==> config.mk <==
export PLATFORM = sky130hd
export DESIGN_NAME = mx_rcvr_frame_ctrl
export DESIGN_NICKNAME = d
export VERILOG_FILES = /design/src/rtl/mx_rcvr_frame_ctrl.sv
export SDC_FILE = /design/constraint.sdc
export NUM_CORES = 1
export LEC_CHECK = 0
export CORE_ASPECT_RATIO = 0.6
export CORE_MARGIN = 5
export CORE_UTILIZATION = 58
export CTS_BUF_LIST = sky130_fd_sc_hd__clkbuf_8 sky130_fd_sc_hd__clkbuf_16
export CTS_CLUSTER_SIZE = 20
export DETAILED_ROUTE_END_ITERATION = 10
export HOLD_SLACK_MARGIN = 0.12
export PLACE_DENSITY = 0.73
export SLEW_MARGIN = 20
export SYNTH_ARGS = -nofsm -noshare
export SYNTH_HDL_FRONTEND = slang
export SYNTH_SLANG_ARGS = --single-unit
export TNS_END_PERCENT = 20
==> constraint.sdc <==
create_clock -name clk -period 6.2 [get_ports clk]
set_input_delay 1.24 -clock clk [delete_from_list [all_inputs] [get_ports clk]]
set_output_delay 1.24 -clock clk [all_outputs]
set_load 0.005 [all_outputs]
==> src/rtl/mx_rcvr_frame_ctrl.sv <==
// Frame-level receive controller behind the Manchester receiver.
// Buffers one carrier burst per frame and hands good frames to a reader.
module mx_rcvr_frame_ctrl #(
    parameter  int MAX_BYTES = 32,
    parameter  int MIN_BYTES = 1,
    localparam int LW        = $clog2(MAX_BYTES) + 1
) (
    input  logic          clk,
    input  logic          rst_n,
    input  logic          cardet,
    input  logic          write,
    input  logic          error,
    input  logic [7:0]    data,
    output logic          frame_valid,
    output logic [LW-1:0] frame_len,
    input  logic          rd_en,
    output logic [7:0]    rd_data,
    output logic          rd_valid,
    output logic          frame_err,
    output logic          frame_drop,
    output logic          busy,
    output logic [15:0]   good_cnt
);

    localparam int            AW    = LW - 1;
    localparam logic [LW-1:0] MAX_L = LW'(MAX_BYTES);
    localparam logic [LW-1:0] MIN_L = LW'(MIN_BYTES);
    localparam logic [LW-1:0] ONE_L = LW'(1);

    typedef enum logic [1:0] {
        IDLE,
        RECV,
        DROP,
        HOLD
    } state_t;

    state_t        state;
    logic          cardet_q;
    logic          cd_init;
    logic [LW-1:0] wr_ptr;
    logic [LW-1:0] rd_ptr;
    logic [7:0]    mem [MAX_BYTES];

    logic          cd_rise;
    logic          cd_fall;
    logic          ovf;
    logic          wr_ok;
    logic          wr_en;
    logic [LW-1:0] wr_next;
    logic          rd_ok;
    logic          rd_last;

    // Carrier edges and the accept/advance decisions for this cycle.
    // cd_init masks a carrier that is already high when reset releases.
    always_comb begin
        cd_rise = cardet & ~cardet_q & cd_init;
        cd_fall = ~cardet & cardet_q;
        ovf     = write & (wr_ptr == MAX_L);
        wr_ok   = write & ~error & ~ovf;
        wr_en   = (state == RECV) & wr_ok;
        wr_next = wr_ok ? wr_ptr + ONE_L : wr_ptr;
        rd_ok   = rd_en & (rd_ptr < frame_len);
        rd_last = rd_ptr == (frame_len - ONE_L);
    end

    // Carrier history for edge detection.
    always_ff @(posedge clk or negedge rst_n) begin
        if (!rst_n) begin
            cardet_q <= 1'b0;
            cd_init  <= 1'b0;
        end else begin
            cardet_q <= cardet;
            cd_init  <= 1'b1;
        end
    end

    // Frame buffer; contents are don't-care after reset.
    always_ff @(posedge clk) begin
        if (wr_en) begin
            mem[wr_ptr[AW-1:0]] <= data;
        end
    end

    // Frame sequencer with registered outputs and pulses.
    always_ff @(posedge clk or negedge rst_n) begin
        if (!rst_n) begin
            state       <= IDLE;
            wr_ptr      <= '0;
            rd_ptr      <= '0;
            frame_valid <= 1'b0;
            frame_len   <= '0;
            rd_data     <= 8'h00;
            rd_valid    <= 1'b0;
            frame_err   <= 1'b0;
            frame_drop  <= 1'b0;
            busy        <= 1'b0;
            good_cnt    <= 16'h0000;
        end else begin
            frame_err  <= 1'b0;
            frame_drop <= 1'b0;
            rd_valid   <= 1'b0;
            unique case (state)
                IDLE: begin
                    if (cd_rise) begin
                        state  <= RECV;
                        wr_ptr <= '0;
                        busy   <= 1'b1;
                    end
                end
                RECV: begin
                    if (error || ovf) begin
                        frame_err <= 1'b1;
                        state     <= DROP;
                    end else begin
                        wr_ptr <= wr_next;
                        if (cd_fall) begin
                            busy <= 1'b0;
                            if (wr_next >= MIN_L) begin
                                state       <= HOLD;
                                frame_valid <= 1'b1;
                                frame_len   <= wr_next;
                                good_cnt    <= good_cnt + 16'd1;
                                rd_ptr      <= '0;
                            end else begin
                                frame_err <= 1'b1;
                                state     <= IDLE;
                            end
                        end
                    end
                end
                DROP: begin
                    if (!cardet) begin
                        state <= IDLE;
                        busy  <= 1'b0;
                    end
                end
                HOLD: begin
                    if (cd_rise) begin
                        frame_drop <= 1'b1;
                    end
                    if (rd_ok) begin
                        rd_data  <= mem[rd_ptr[AW-1:0]];
                        rd_valid <= 1'b1;
                        rd_ptr   <= rd_ptr + ONE_L;
                        if (rd_last) begin
                            frame_valid <= 1'b0;
                            if (cardet) begin
                                state <= DROP;
                                busy  <= 1'b1;
                            end else begin
                                state <= IDLE;
                            end
                        end
                    end
                end
                default: begin
                    state <= IDLE;
                    busy  <= 1'b0;
                end
            endcase
        end
    end

endmodule
==> metrics list <==
* Detail-routed via count per cell: 6.46
* Final critical-path required period: 3640 ps
- The Yosys step of the flow raised 0 warnings.
- Routability-driven placement finished with a final weighted congestion of 0.926.
- The detail route stage leaves a number of antenna-violating nets equal to 0.
- Fill cell total of the finished layout: 1455
- Compared with the post-synthesis result, the final layout area differs by 12.2%.
- Crit path DAT: 3790 ps
* Cell types occupying the most area after synthesis: edfxtp_1, mux4_2, dfrtp_1
- Of the total power, the share spent switching nets is 27.8%.
- Fraction of layout instances using a drive strength above 1: 18.5%
- In this run the number of H-tree levels came out at 1.
- The number of antenna violations at the first check in global routing is 0.
* P_int: 0.00379 W
- Largest net degree at the start of global routing: 70
* Cell type with the largest total area after synthesis: edfxtp_1
- Die boundary width: 202 um
- Detailed Route WL: 29.1 mm
* P_leak: 4.84 nW
- Headroom to the max-slew limit came out at 34.1%.
- Vert. Die Dim: 125 um
- Fmax: 275 MHz
- Register-to-Register Setup Slack: 2800 ps
- Power density cells: 364 nW/um^2
- The share of total power dissipated in combinational logic is 23.2%.
- Critical path endpoint category: flop
- Global routing finished with a remaining overflow of 0.
* Type of the worst min-delay path: reg -> reg
- Clock tree synthesis inserted a total of 27 buffers.
* DR iter-0 viols: 784
* Clk root buf: clkbuf_16
- After synthesis, the netlist uses 59 different library cells.
- In the routed design, unresolved DRC markers number 0.
- Area fraction of the dominant cell type after synthesis: 59.8%
- Of the total power, the clock network draws 30.4%.
* Most instantiated flip-flop cell in the synthesis netlist: edfxtp_1
- Counting every net in the synthesized netlist gives 757.
- Crit path kind: in -> reg
* Syn Std Cell Area: 12900 sq um
- Sequential fraction of design power: 46.3%
* Cell count after synthesis: 725
* Largest fanout on the critical path: 10
- Port buffering added 48 buffers.
* Worst hold path stage count: 1
- Total placed instance area: 13600 sq um
- Pin placement for this block handled 49 I/O pins.
- After clock tree synthesis, the repair step resized 0 gates.
- TritonCTS clock tree: built
* Sequential area share after synthesis: 69.7%
- Total number of placement rows: 42
* Overall global routing resource usage: 23.4%
* Detailed-placement wirelength estimate: 19.2 mm
- Post-route clock skew: 12.9 ps
- The number of endpoints with negative hold slack in the final report is 0.
- Dividing the synthesized area by the synthesized cell count gives 17.7 sq um.
* Number of flops mapped to enable cells by yosys: 256
* Total of hold buffers inserted after clock tree synthesis: 0
* Insertion delay to the later sink of the worst-skew pair: 540 ps
- Req. time, crit path: 6350 ps
- Once layout is done, the placed cells without fillers occupy 14400 sq um.
* Maximum capacitance violations: 0
* Synth Register Bits: 307
* Overall via count from detail_route: 6979
- The final critical path takes up 58.7% of the cycle.
- Setup violations remaining at the end of the flow were counted as 0.
- The die covers 25400 sq um.
* Dominant cell by count in the synthesized netlist: edfxtp_1
* 1st-pass router iterations: 5
* Peak ir drop on the vdd network: 283 uV
* Aggregate negative setup slack: 0 ps
- Number of post-CTS setup repair buffers: 0
- Clock tree synthesis found a total of 307 sinks.
- Initial core utilization: 58.7%
- Status: complete, no violations
- The count of cells in the finished layout, fillers not included, comes to 1081.
* Clock transition at the registers of the reported paths: 70 ps
* RSZ-0062 raised after global routing: false
- Nature of the critical path startpoint: input port
- Placed Cells incl. Taps: 1034
- Pins over their slew limit: 0
* Maximum buffer depth of the clock tree: 3
- Via count of the first global-routing pass: 6784
* Depth of the worst register-to-register path: 6
* Post-synth top cells: edfxtp_1, mux4_2, dfrtp_1, nor2_1, nand2_1
* Actual slew at the worst max-slew pin: 988 ps
- The repair_antennas step left the layout with diodes totalling 0.
- After the last flow step, the layout net total stands at 809.
- Net switching power: 0.00146 W
- Fraction of synthesis flops using an asynchronous set or reset pin: 16.6%
* Area of the core region: 21900 sq um
- First-pass GRT wire length: 44.6 mm
- Per-cell routed wire length: 26.9 um
-- flip-flops by register name, indices dropped and copies added (netlist names) --
| signal | cells |
|---|---|
| wr_ptr | 6 |
| rd_valid | 1 |
| frame_drop | 1 |
| busy | 1 |
| cd_init | 1 |
| cardet_q | 1 |
| frame_valid | 1 |
| state | 2 |
| rd_ptr | 6 |
| good_cnt | 16 |
| frame_err | 1 |
| rd_data | 8 |
| mem | 256 |
| frame_len | 6 |
-- final cells by class --
cell class,instances,area (sq um),share of cell area [%]
flip-flops and latches,307,8970,62.2
inverters,18,67.6,0.468
repair buffers,57,518,3.59
well taps,286,358,2.48
clock inverters,20,156,1.08
clock buffers,27,676,4.68
multi-input cells,366,3680,25.5
-- worst paths after layout --
kind                              start            to
setup / recovery                  error     mem[7][2]
hold / removal             good_cnt[15]  good_cnt[15]
setup reg to reg              wr_ptr[0]     mem[7][2]
hold reg to reg            good_cnt[15]  good_cnt[15]
max in group asynchronous         rst_n     rd_ptr[0]
min in group asynchronous         rst_n          busy
-- worst max-delay path, stage by stage --
cell and delay (ps):
clkdlybuf4s50_1 510, nand2b_1 220, a21oi_2 400, nand3_1 560, nor2_1 860
-- stage by stage --
| stage | utilization [%] | worst slack [ps] | hold slack (ps) | total power, W |
|---|---|---|---|---|
| floorplan | - | 3370 | 465 | 0.00327 |
| global placement | 62.2 | 2280 | 455 | 0.00367 |
| detailed placement | 62.0 | 2120 | 502 | 0.00370 |
| CTS | 65.8 | 2680 | 511 | 0.00528 |
| global route | 65.8 | 2390 | 520 | 0.00549 |
| finish | 65.8 | 2560 | 509 | 0.00526 |
-- cells in the final DEF (no fill, tap or decap), types with 4 or more instances in the layout --
cell,count
a21oi_1,9
and3_1,5
buf_2,6
buf_4,9
clkbuf_16,27
clkdlybuf4s50_1,42
clkinv_1,4
clkinv_2,7
clkinvlp_4,4
dfrtp_1,49
edfxtp_1,256
ha_1,18
inv_1,20
mux2i_1,20
mux4_2,80
nand2_1,29
nand2b_1,5
nand3_1,14
nand3b_1,4
nand4_1,6
nor2_1,51
nor2b_1,4
nor3_1,9
nor4_1,6
o211ai_1,4
o21ai_0,19
o21ai_1,9
or3_1,4
xnor2_1,8
xor2_1,16
-- power by group through the flow --
stage          clock network [W]  logic (W)  registers (W)
6_report                 0.00160    0.00122        0.00244
4_1_cts                  0.00162    0.00122        0.00244
3_3_place_gp                   0    0.00120        0.00248
3_5_place_dp                   0    0.00122        0.00248
2_1_floorplan                  0   0.000850        0.00242
5_1_grt                  0.00172    0.00132        0.00245
-- cell families (layout without fill, tap and decap cells) --
kind of cell    after synthesis  after routing  share of synthesized area (%)
flops                       307            307                           69.7
simple gates                155            155                           6.09
mux                         102            102                           15.7
compound gates               66             66                           3.40
buf+inv                      52            122                           1.68
xor+xnor                     24             24                           1.63
fa+ha+maj                    18             18                           1.75
other cells                   1              1                         0.0291
-- layer usage --
metal  wire length (um)  global-route usage (%)  part of all wire [%]
met1              13300                    39.6                    46
met2              11900                    30.4                    41
met3               3400                    7.12                    12
met4                417                    3.63                   1.4
met5                  0                       0                     0
Power figures use the tool's default switching activity.
